==> src/rtl/scale_pkg.sv <==
// Shared types and helpers for the scale tare/calibration controller.
//   state_t     : controller FSM states
//   op_t        : which value an averaging run will commit
//   sat_to_width: clamp a signed value into a w-bit signed range
package scale_pkg;

    typedef enum logic [1:0] {IDLE, ACC_TARE, ACC_CAL, COMMIT} state_t;
    typedef enum logic {TARE_OP, CAL_OP} op_t;

    localparam int CAL_DEFAULT_C = 100000;

    // Works on 64-bit values so it can serve any DATA_W up to 63; callers
    // sign-extend on the way in and truncate on the way out.
    function automatic logic signed [63:0] sat_to_width(input logic signed [63:0] v,
                                                        input int w);
        logic signed [63:0] hi;
        logic signed [63:0] lo;
        hi = (64'sd1 <<< (w - 1)) - 64'sd1;
        lo = -hi - 64'sd1;
        if (v > hi)      return hi;
        else if (v < lo) return lo;
        else             return v;
    endfunction

endpackage

==> src/rtl/button_debounce.sv <==
// Debouncer for one raw push button.
//   clk_100MHz  : system clock
//   rst_n       : async active-low reset (level resets to not-pressed)
//   btn_raw     : asynchronous, noisy button input
//   level       : debounced button level
//   press_pulse : one-cycle pulse on a debounced rising edge
module button_debounce #(
    parameter int DEBOUNCE_CYCLES = 1_000_000
) (
    input  logic clk_100MHz,
    input  logic rst_n,
    input  logic btn_raw,
    output logic level,
    output logic press_pulse
);

    localparam int CNT_W = $clog2(DEBOUNCE_CYCLES + 1);

    logic [1:0]       sync_q;
    logic [CNT_W-1:0] cnt_q, cnt_d;
    logic             level_q, level_d;
    logic             pulse_q, pulse_d;

    // Counter only advances while the synchronised input disagrees with the
    // accepted level; one agreeing cycle restarts the qualification window.
    always_comb begin
        cnt_d   = '0;
        level_d = level_q;
        pulse_d = 1'b0;
        if (sync_q[1] != level_q) begin
            if (cnt_q == CNT_W'(DEBOUNCE_CYCLES - 1)) begin
                level_d = sync_q[1];
                pulse_d = sync_q[1];
            end else begin
                cnt_d = cnt_q + CNT_W'(1);
            end
        end
    end

    always_ff @(posedge clk_100MHz or negedge rst_n) begin
        if (!rst_n) begin
            sync_q  <= '0;
            cnt_q   <= '0;
            level_q <= 1'b0;
            pulse_q <= 1'b0;
        end else begin
            sync_q  <= {sync_q[0], btn_raw};
            cnt_q   <= cnt_d;
            level_q <= level_d;
            pulse_q <= pulse_d;
        end
    end

    assign level       = level_q;
    assign press_pulse = pulse_q;

endmodule

==> src/rtl/scale_zero_cal_ctrl.sv <==
// Tare / calibration capture for the HX711 scale front end.
// Debounced button presses start an averaging run over 2^AVG_LOG2 samples;
// the mean becomes TARE, or (mean - TARE) becomes CALIBRATE_VAL.
//   clk_100MHz, rst_n          : clock, async active-low reset
//   tare_button, calib_button  : raw buttons
//   DATA_VALID, RAW_VAL        : HX711 conversion strobe and reading
//   TARE, CALIBRATE_VAL        : committed zero offset and span
//   busy, done                 : run in progress, one-cycle success pulse
//   cal_err, timeout_err       : sticky status of the last run
module scale_zero_cal_ctrl
    import scale_pkg::*;
#(
    parameter int DATA_W          = 24,
    parameter int DEBOUNCE_CYCLES = 1_000_000,
    parameter int AVG_LOG2        = 3,
    parameter int TIMEOUT_CYCLES  = 50_000_000,
    parameter int CAL_DEFAULT     = CAL_DEFAULT_C
) (
    input  logic                     clk_100MHz,
    input  logic                     rst_n,
    input  logic                     tare_button,
    input  logic                     calib_button,
    input  logic                     DATA_VALID,
    input  logic signed [DATA_W-1:0] RAW_VAL,
    output logic signed [DATA_W-1:0] TARE,
    output logic signed [DATA_W-1:0] CALIBRATE_VAL,
    output logic                     busy,
    output logic                     done,
    output logic                     cal_err,
    output logic                     timeout_err
);

    localparam int ACC_W = DATA_W + AVG_LOG2;
    localparam int NSAMP = 1 << AVG_LOG2;
    localparam int CNT_W = AVG_LOG2 + 1;
    localparam int TO_W  = $clog2(TIMEOUT_CYCLES + 1);

    logic tare_press, calib_press;
    logic tare_lvl_unused, calib_lvl_unused;  // levels not needed by this block

    button_debounce #(.DEBOUNCE_CYCLES(DEBOUNCE_CYCLES)) u_tare_db (
        .clk_100MHz (clk_100MHz),
        .rst_n      (rst_n),
        .btn_raw    (tare_button),
        .level      (tare_lvl_unused),
        .press_pulse(tare_press)
    );

    button_debounce #(.DEBOUNCE_CYCLES(DEBOUNCE_CYCLES)) u_calib_db (
        .clk_100MHz (clk_100MHz),
        .rst_n      (rst_n),
        .btn_raw    (calib_button),
        .level      (calib_lvl_unused),
        .press_pulse(calib_press)
    );

    state_t                    state_q, state_d;
    op_t                       op_q, op_d;
    logic signed [ACC_W-1:0]   acc_q, acc_d;
    logic [CNT_W-1:0]          cnt_q, cnt_d;
    logic [TO_W-1:0]           to_q, to_d;
    logic signed [DATA_W-1:0]  tare_q, tare_d;
    logic signed [DATA_W-1:0]  cal_q, cal_d;
    logic                      done_q, done_d;
    logic                      cal_err_q, cal_err_d;
    logic                      to_err_q, to_err_d;

    logic signed [DATA_W-1:0]  mean;
    logic signed [DATA_W:0]    span;
    logic signed [DATA_W-1:0]  span_sat;

    // Arithmetic shift floors toward -inf; the mean of DATA_W-bit samples
    // always fits back into DATA_W bits, so the truncation is lossless.
    assign mean     = DATA_W'(acc_q >>> AVG_LOG2);
    assign span     = (DATA_W+1)'(mean) - (DATA_W+1)'(tare_q);
    assign span_sat = DATA_W'(sat_to_width(64'(span), DATA_W));

    always_comb begin
        state_d   = state_q;
        op_d      = op_q;
        acc_d     = acc_q;
        cnt_d     = cnt_q;
        to_d      = to_q;
        tare_d    = tare_q;
        cal_d     = cal_q;
        done_d    = 1'b0;
        cal_err_d = cal_err_q;
        to_err_d  = to_err_q;
        case (state_q)
            IDLE: begin
                // Tare has priority when both presses land together.
                if (tare_press || calib_press) begin
                    state_d   = tare_press ? ACC_TARE : ACC_CAL;
                    op_d      = tare_press ? TARE_OP : CAL_OP;
                    acc_d     = '0;
                    cnt_d     = '0;
                    to_d      = '0;
                    cal_err_d = 1'b0;
                    to_err_d  = 1'b0;
                end
            end
            ACC_TARE, ACC_CAL: begin
                if (DATA_VALID) begin
                    acc_d = acc_q + ACC_W'(RAW_VAL);
                    cnt_d = cnt_q + CNT_W'(1);
                    to_d  = '0;
                    if (cnt_q == CNT_W'(NSAMP - 1)) state_d = COMMIT;
                end else if (to_q == TO_W'(TIMEOUT_CYCLES - 1)) begin
                    state_d  = IDLE;
                    to_err_d = 1'b1;
                end else begin
                    to_d = to_q + TO_W'(1);
                end
            end
            COMMIT: begin
                state_d = IDLE;
                if (op_q == TARE_OP) begin
                    tare_d = mean;
                    done_d = 1'b1;
                end else if (span_sat == '0) begin
                    cal_err_d = 1'b1;
                end else begin
                    cal_d  = span_sat;
                    done_d = 1'b1;
                end
            end
            default: state_d = IDLE;
        endcase
    end

    always_ff @(posedge clk_100MHz or negedge rst_n) begin
        if (!rst_n) begin
            state_q   <= IDLE;
            op_q      <= TARE_OP;
            acc_q     <= '0;
            cnt_q     <= '0;
            to_q      <= '0;
            tare_q    <= '0;
            cal_q     <= DATA_W'(CAL_DEFAULT);
            done_q    <= 1'b0;
            cal_err_q <= 1'b0;
            to_err_q  <= 1'b0;
        end else begin
            state_q   <= state_d;
            op_q      <= op_d;
            acc_q     <= acc_d;
            cnt_q     <= cnt_d;
            to_q      <= to_d;
            tare_q    <= tare_d;
            cal_q     <= cal_d;
            done_q    <= done_d;
            cal_err_q <= cal_err_d;
            to_err_q  <= to_err_d;
        end
    end

    assign TARE          = tare_q;
    assign CALIBRATE_VAL = cal_q;
    assign busy          = (state_q != IDLE);
    assign done          = done_q;
    assign cal_err       = cal_err_q;
    assign timeout_err   = to_err_q;

endmodule

==> config.mk <==
export PLATFORM = sky130hd
export DESIGN_NAME = scale_zero_cal_ctrl
export DESIGN_NICKNAME = d
export VERILOG_FILES = /design/src/rtl/scale_pkg.sv /design/src/rtl/button_debounce.sv /design/src/rtl/scale_zero_cal_ctrl.sv
export SDC_FILE = /design/constraint.sdc
export NUM_CORES = 1
export LEC_CHECK = 0
export BUFFER_PORTS_ARGS = -buffer_cell sky130_fd_sc_hd__buf_2
export CORE_ASPECT_RATIO = 0.7
export CORE_MARGIN = 8
export CORE_UTILIZATION = 35
export CTS_CLUSTER_SIZE = 16
export DETAILED_ROUTE_END_ITERATION = 6
export GPL_ROUTABILITY_DRIVEN = 0
export GPL_TIMING_DRIVEN = 0
export PLACE_DENSITY = 0.62
export SKIP_LAST_GASP = 1
export SYNTH_ARGS = -nofsm -noshare
export SYNTH_HDL_FRONTEND = slang
export SYNTH_SLANG_ARGS = --single-unit
==> constraint.sdc <==
create_clock -name clk_100MHz -period 3.4 [get_ports clk_100MHz]
set_clock_uncertainty 0.05 [all_clocks]
set_input_delay 0.34 -clock clk_100MHz [delete_from_list [all_inputs] [get_ports clk_100MHz]]
set_output_delay 0.34 -clock clk_100MHz [all_outputs]
set_load 0.05 [all_outputs]
==> flow_metrics.py, run 1 <==
metrics = {
    "outcome": {
        "status": "finished clean",
    },
    "synthesis": {
        "synth_top_area_share_pct": 38.2,
        "async_reset_ff_share_pct": 100,
        "yosys.cell_types.count": 71,
        "synth_area_per_cell_sq_um": 8.91,
        "synth_nets": 1211,
        "synth_area_sq_um": 10000,
        "synthTopCellsByArea": "dfrtp_1, ha_1, nand2_1, xor2_1, o21ai_0",
        "synth_common_cells": "nand2_1, dfrtp_1, nor2_1",
        "synth_edf_count": 0,
        "synth_warnings": 0,
        "synth_ff_type": "dfrtp_1",
        "seq_area_frac_synth_pct": 39.8,
        "ys_seq_elements": 159,
        "yosysTopAreaCell": "dfrtp_1",
        "synth_cells": 1124,
        "yosysMostFrequentCell": "nand2_1",
    },
    "cells_and_area": {
        "fillers": 2715,
        "area_delta_synth_final_pct": 20.1,
        "fin_nets": 1333,
        "multi_input_area_sq_um": 5930,
        "fin_cells": 1631,
        "seqCellArea_sq_um": 3990,
        "utilization_pct": 43.0,
        "drive_gt1_share_pct": 18.1,
    },
    "drt": {
        "drt_first_pass_iters": 7,
        "dr_wl_met3_microns": 1350,
        "highest_layer": "met5",
        "postRouteAntennaNets": 0,
        "drtIter0Drc": 620,
        "vias": 8664,
        "vias_per_cell": 5.31,
        "dr_wl_met2_microns": 11900,
        "wl_microns": 27000,
        "wl_per_cell_microns": 16.6,
        "drcViolationCount": 0,
        "met1_length_microns": 13300,
    },
    "clock_network": {
        "cts-buffers-inserted": 17,
        "max-clock-path-buffers": 2,
        "clk_latency_ns": 0.44,
        "path_clk_slew_ns": 0.07,
        "htree_levels": 4,
        "cts_tree": "built",
        "ctsRootBufferMaster": "clkbuf_16",
        "cts_sinks": 159,
    },
    "floorplanning": {
        "die_w_microns": 218,
        "core_area_sq_um": 27900,
        "start_util_pct": 35.8,
        "num_rows": 51,
        "die_area_sq_um": 34400,
        "num_io_pins": 81,
        "die_y_microns": 158,
    },
    "critical_path": {
        "crit_fanout": 10,
        "crit_type": "reg -> reg",
        "arrival_ns": 3.58,
        "cp.required_ns": 3.71,
        "r2r-start": "acc_q[7]$_DFFE_PN0P_",
        "ff2ff_path_depth": 12,
        "r2r_slack_ns": 0.12,
        "reg2reg_to": "CALIBRATE_VAL[14]$_DFFE_PN0P_",
        "worstSetupStartpointType": "register",
        "endpoint_kind": "register",
    },
    "timing": {
        "fin_crit_sh_pct": 96.4,
        "hold_violations": 0,
        "slew_violations": 0,
        "slew_headroom_pct": 55.9,
        "setup_viol": 0,
        "worst_pin_slew_ns": 0.659,
        "min_period_ns": 3.28,
        "fmax_mhz": 305,
    },
    "global_routing": {
        "gr-usage-all-layers_pct": 15.4,
        "grt_first_pass_wirelength_microns": 42700,
        "grt_pass1_vias": 8184,
        "antenna_found_initial": 2,
        "grt.overflow.total": 0,
        "grt_max_degree": 88,
    },
    "power": {
        "clock_power_share_pct": 48.9,
        "p_int_mw": 3.02,
        "peakVddDrop_mv": 0.362,
        "power_frac_comb_pct": 3.6,
        "seqPwrFrac_pct": 47.6,
        "p_leak_nw": 5.62,
        "p_sw_uw": 983,
        "cellPowerDensity_nw_per_um2": 333,
        "swShare_pct": 24.5,
    },
    "place": {
        "dp_hpwl_microns": 19900,
        "io_buffers": 80,
        "dp.cells": 1576,
    },
    "worst_hold_path": {
        "hold_start": "RAW_VAL[0]",
        "min_path_type": "in -> reg",
        "worstHoldEndpoint": "acc_q[0]$_DFFE_PN0P_",
        "hold_path_depth": 3,
    },
    "job": {
        "cap_viol_max_count": 0,
    },
}
[metrics by stage]
step | hold slack, ns | power (mW) | instance area (sq um) | setup slack [ns] | setup TNS (ns)
after floorplan | -0.00559 | 2.00 | 10000 | 0.0476 | 0
after global placement | 0.283 | 2.08 | 10900 | -0.956 | -108.42
after detailed placement | 0.303 | 2.08 | 10900 | -0.387 | -8.78
after CTS | 0.227 | 4.08 | 11600 | -0.0116 | -0.0116
after global routing | 0.252 | 4.15 | 12000 | -0.0250 | -0.135
final | 0.253 | 4.01 | 12000 | 0.124 | 0
[kinds of logic (layout without fill, tap and decap cells)]
| kind of cell | Yosys count | in the layout | synth area share [%] |
|---|---|---|---|
| AND/OR/NAND/NOR | 429 | 429 | 20.1 |
| buffers and inverters | 88 | 223 | 3.62 |
| adder cells (fa/ha/maj) | 74 | 74 | 9.00 |
| flip-flops | 159 | 159 | 39.8 |
| multiplexers | 8 | 8 | 0.850 |
| AO/OA/AOI/OAI | 282 | 282 | 19.2 |
| XOR/XNOR | 84 | 84 | 7.35 |
| other | 0 | 1 | 0 |
[cells in the final DEF, fill, tap and decap left out, types with 6 or more instances in the layout]
master and n:
a211oi_1 7, a21o_1 20, a21oi_1 57, a22o_1 8, and2_1 6, and3_1 22, buf_2 80, buf_4 19
clkbuf_1 22, clkbuf_16 18, dfrtp_1 147, dfrtp_2 6, dfstp_2 6, ha_1 50, inv_1 47, inv_6 6
maj3_1 16, nand2_1 161, nand2b_1 9, nand3_1 42, nand4_1 14, nor2_1 96, nor2b_1 6, nor3_1 12
nor4_1 6, o211ai_1 6, o211ai_2 19, o21a_1 14, o21ai_0 81, or3_1 25, xnor2_1 32, xor2_1 50
[power groups by stage]
stage | sequential, mW | clock [mW] | combinational (mW)
6_report | 1.91 | 1.96 | 0.143
5_1_grt | 1.91 | 2.09 | 0.161
4_1_cts | 1.91 | 2.03 | 0.146
3_5_place_dp | 1.94 | 0 | 0.142
3_3_place_gp | 1.94 | 0 | 0.136
2_1_floorplan | 1.94 | 0 | 0.0597
[worst max-delay path, stage by stage (launching register included)]
cell and delay (ns):
dfrtp_1 0.44, ha_1 0.36, a21o_1 0.21, or2_2 0.32, o211ai_1 0.34, nand2_1 0.16, nand2_1 0.09, o221ai_1 0.23
nor4_2 0.31, buf_4 0.18, nand3_4 0.15, buf_8 0.20, o211ai_2 0.16
[worst max path at each step]
| stage | start | to | slack (ns) | cells after the start |
|---|---|---|---|---|
| after floorplan | TARE[18]$_DFFE_PN0P_ | CALIBRATE_VAL[11]$_DFFE_PN0P_ | 0.05 | 12 |
| after global placement | rst_n | TARE[12]$_DFFE_PN0P_ | -0.96 | 1 |
| after detailed placement | acc_q[3]$_DFFE_PN0P_ | done$_DFF_PN0_ | -0.39 | 12 |
| after CTS | state_q[0]$_DFFE_PN0P_ | to_q[20]$_DFFE_PN0P_ | -0.01 | 13 |
| after global routing | acc_q[7]$_DFFE_PN0P_ | CALIBRATE_VAL[14]$_DFFE_PN0P_ | -0.02 | 11 |
| final | acc_q[7]$_DFFE_PN0P_ | CALIBRATE_VAL[14]$_DFFE_PN0P_ | 0.12 | 12 |
[state kept, by name (all words and copies together), names as in the netlist, 2 cells and up]
name and flops:
state_q 2, u_tare_db.cnt_q 20, acc_q 27, to_q 26
u_calib_db.cnt_q 20, CALIBRATE_VAL 24, u_calib_db.sync_q 2, cnt_q 4
u_tare_db.sync_q 2, TARE 24
[per-layer routing]
layer | track usage, % | vias to the layer above
li1 | - | 4260
met1 | 21.8 | 4168
met2 | 23.4 | 196
met3 | 3.14 | 36
met4 | 4.40 | 4
met5 | 0 | -
[final cells by class]
type | instances | area share, %
Buffer | 38 | 1.73
Timing Repair Buffer | 105 | 5.41
Multi-Input combinational cell | 877 | 49.3
Inverter | 48 | 1.50
Sequential cell | 159 | 33.2
Tap cell | 371 | 3.86
Clock inverter | 13 | 1.20
Clock buffer | 19 | 3.77
Antenna cell | 1 | 0.0208
[timing repair]
item / CTS / global route
endpoints found under the setup margin: 30 / 36
hold buffers: 3 / 0
gates resized for setup: 17 / 56
pin swaps: 4 / 21
setup buffers: 2 / 18
gates cloned: 0 / 1
hold endpoints to repair: 68 / 0
Note: power is estimated with default switching activity, not from simulation.
==> inputs of run 2 (changes only) <==
Settings changed: SYNTH_HIERARCHICAL from default to 1.
==> flow_metrics.py, run 2 <==
metrics = {
    "outcome": {
        "status": "complete, but fails checks",
        "violations": "negative setup slack",
    },
    "timing": {
        "fin_crit_sh_pct": 102,
        "finalWorstSetupSlack_ns": -0.0683,
        "fmax_mhz": 288,
        "rsz0062_at_grt": "true",
        "slew_violations": 0,
        "slew_headroom_pct": 52.0,
        "setup_viol": 25,
        "hold_violations": 0,
        "min_period_ns": 3.47,
        "worst_pin_slew_ns": 0.715,
    },
    "global_routing": {
        "grt_pass1_vias": 7838,
        "grt_max_degree": 94,
        "antenna_found_initial": 2,
        "grt_first_pass_wirelength_microns": 42500,
        "grt.overflow.total": 0,
        "gr-usage-all-layers_pct": 15.5,
    },
    "cells_and_area": {
        "antenna_cells": 0,
        "utilization_pct": 42.3,
        "drive_gt1_share_pct": 19.0,
        "fin_nets": 1264,
        "mostFrequentLayoutCell": "dfrtp_1",
        "largest_reg_flops": 27,
        "top_regs": "acc_q (27), to_q (26)",
        "area_delta_synth_final_pct": 18.7,
        "regMostFlops": "acc_q",
        "layout_common_cells": "dfrtp_1, nor2_1, nand2_1, buf_2, o21ai_0",
        "fillers": 2757,
    },
    "floorplanning": {
        "die_w_microns": 217,
        "num_io_pins": 81,
        "die_y_microns": 157,
        "die_area_sq_um": 34000,
        "start_util_pct": 35.6,
        "num_rows": 51,
        "core_area_sq_um": 27800,
    },
    "job": {
        "cap_viol_max_count": 0,
    },
    "drt": {
        "dr_wl_met2_microns": 11400,
        "postRouteAntennaNets": 0,
        "wl_microns": 26300,
        "dr_wl_met3_microns": 1120,
        "drtIter0Drc": 550,
        "vias": 8307,
        "highest_layer": "met5",
        "wl_per_cell_microns": 16.9,
        "drt_first_pass_iters": 5,
        "vias_per_cell": 5.32,
        "met1_length_microns": 13600,
        "drcViolationCount": 0,
    },
    "place": {
        "io_buffers": 80,
        "dp_hpwl_microns": 19500,
    },
    "synthesis": {
        "yosysTopAreaCell": "dfrtp_1",
        "seq_area_frac_synth_pct": 40.2,
        "synth_warnings": 6,
        "synth_top_area_share_pct": 38.6,
        "yosysMostFrequentCell": "dfrtp_1",
        "synth_common_cells": "dfrtp_1, nor2_1, nand2_1",
        "synth_area_sq_um": 9910,
        "synthTopCellsByArea": "dfrtp_1, ha_1, nor2_1, xor2_1, xnor2_1",
        "yosys.cell_types.count": 77,
        "synth_ff_type": "dfrtp_1",
        "synth_nets": 1149,
        "async_reset_ff_share_pct": 100,
        "ys_seq_elements": 159,
        "synth_cells": 1062,
        "synth_edf_count": 0,
        "synth_area_per_cell_sq_um": 9.33,
    },
    "power": {
        "peakVddDrop_mv": 0.309,
        "cellPowerDensity_nw_per_um2": 336,
        "power_mw": 3.95,
        "p_leak_nw": 5.46,
    },
    "critical_path": {
        "ff2ff_path_depth": 13,
        "arrival_ns": 3.77,
        "crit_chain": "ha_4, a211oi_4, nor2_4, o41ai_4, a21oi_2, o2111ai_1, nand3_1, or4_4, nor4_4, buf_6, buf_8, a32oi_1, o21ai_1",
        "crit_fanout": 10,
        "r2r-start": "acc_q[10]$_DFFE_PN0P_",
        "endpoint_kind": "register",
        "reg2reg_to": "CALIBRATE_VAL[17]$_DFFE_PN0P_",
        "slowest_stage": "or4_4",
        "cp_slowest_stage_delay_ns": 0.55,
        "r2r_slack_ns": -0.07,
        "crit_type": "reg -> reg",
        "worstSetupStartpointType": "register",
        "cp.required_ns": 3.70,
    },
    "worst_hold_path": {
        "hold_path_depth": 3,
        "worstHoldEndpoint": "acc_q[21]$_DFFE_PN0P_",
        "min_path_type": "in -> reg",
        "hold_start": "DATA_VALID",
    },
    "clock_network": {
        "path_clk_slew_ns": 0.07,
        "clk_latency_ns": 0.44,
        "htree_levels": 4,
        "ctsRootBufferMaster": "clkbuf_16",
        "cts_sinks": 159,
        "cts-buffers-inserted": 17,
        "max-clock-path-buffers": 2,
        "cts_tree": "built",
    },
}
## run 2: cell families (layout without fill, tap and decap cells)
group | Yosys count | count (layout) | share of synthesized area (%)
mux | 8 | 8 | 0.934
fa+ha+maj | 59 | 59 | 7.58
xor+xnor | 85 | 85 | 7.51
flops | 159 | 159 | 40.2
compound gates | 294 | 294 | 20.2
simple gates | 381 | 381 | 20.4
buf+inv | 76 | 204 | 3.16
## run 2: timing repair
action                                  in CTS  in global routing
gates resized for setup                     12                 28
endpoints found under the hold margin       62                  0
pin swaps                                    4                 12
cloned                                       0                  1
buffers inserted                             3                  8
endpoints found under the setup margin      26                 27
hold buffers                                 3                  0
## run 2: power breakdown
| part | internal [mW] | leakage, nW | switching [mW] | total [mW] |
|---|---|---|---|---|
| clock | 1.02 | 0.270 | 0.869 | 1.89 |
| sequential | 1.90 | 2.13 | 0.00767 | 1.91 |
| combinational | 0.0576 | 3.07 | 0.0959 | 0.153 |
| total | 2.98 | 5.46 | 0.973 | 3.95 |
## run 2: worst max path at each step
stage / start / end / slack (ns) / cells after the start
floorplan: TARE[0]$_DFFE_PN0P_ / CALIBRATE_VAL[23]$_DFFE_PN0P_ / -0.02 / 13
global placement: rst_n / TARE[8]$_DFFE_PN0P_ / -0.98 / 1
detailed placement: acc_q[3]$_DFFE_PN0P_ / CALIBRATE_VAL[7]$_DFFE_PN1P_ / -0.38 / 13
CTS: acc_q[0]$_DFFE_PN0P_ / acc_q[26]$_DFFE_PN0P_ / 0.02 / 12
global route: acc_q[10]$_DFFE_PN0P_ / CALIBRATE_VAL[17]$_DFFE_PN0P_ / -0.21 / 13
finish: acc_q[10]$_DFFE_PN0P_ / CALIBRATE_VAL[17]$_DFFE_PN0P_ / -0.07 / 13
## run 2: layout make-up
type,instances,area (sq um),share of cell area [%]
multi-input cells,827,5820,49.5
flip-flops and latches,159,4010,34.1
repair buffers,96,579,4.93
well taps,371,464,3.95
clock buffers,18,429,3.65
plain buffers,34,165,1.40
inverters,42,158,1.34
clock inverters,14,134,1.14
## run 2: layer usage
metal	vias to the layer above	GRT usage, %
met2	146	23.1
met4	4	3.28
li1	4127	-
met3	22	3.14
met5	-	0
met1	4008	22.7
## run 2: stage by stage
| step | TNS (ns) | cell area [sq um] | hold WS [ns] | setup slack (ns) | instances |
|---|---|---|---|---|---|
| after floorplan | -0.0286 | 10000 | -0.00559 | -0.0196 | 1062 |
| after global placement | -113.51 | 10900 | 0.287 | -0.980 | 1513 |
| after detailed placement | -8.86 | 10900 | 0.274 | -0.382 | 1514 |
| after CTS | 0 | 11600 | 0.201 | 0.0213 | 1552 |
| after global routing | -4.71 | 11800 | 0.230 | -0.211 | 1561 |
| final | -0.869 | 11800 | 0.217 | -0.0683 | 1561 |
## run 2: critical path, delay by kind of cell, from the launching register on
kind            cells  cell delay (ns)
compound gates      6             1.35
simple gates        4             0.93
flops               1             0.47
buf+inv             2             0.31
fa+ha+maj           1             0.27
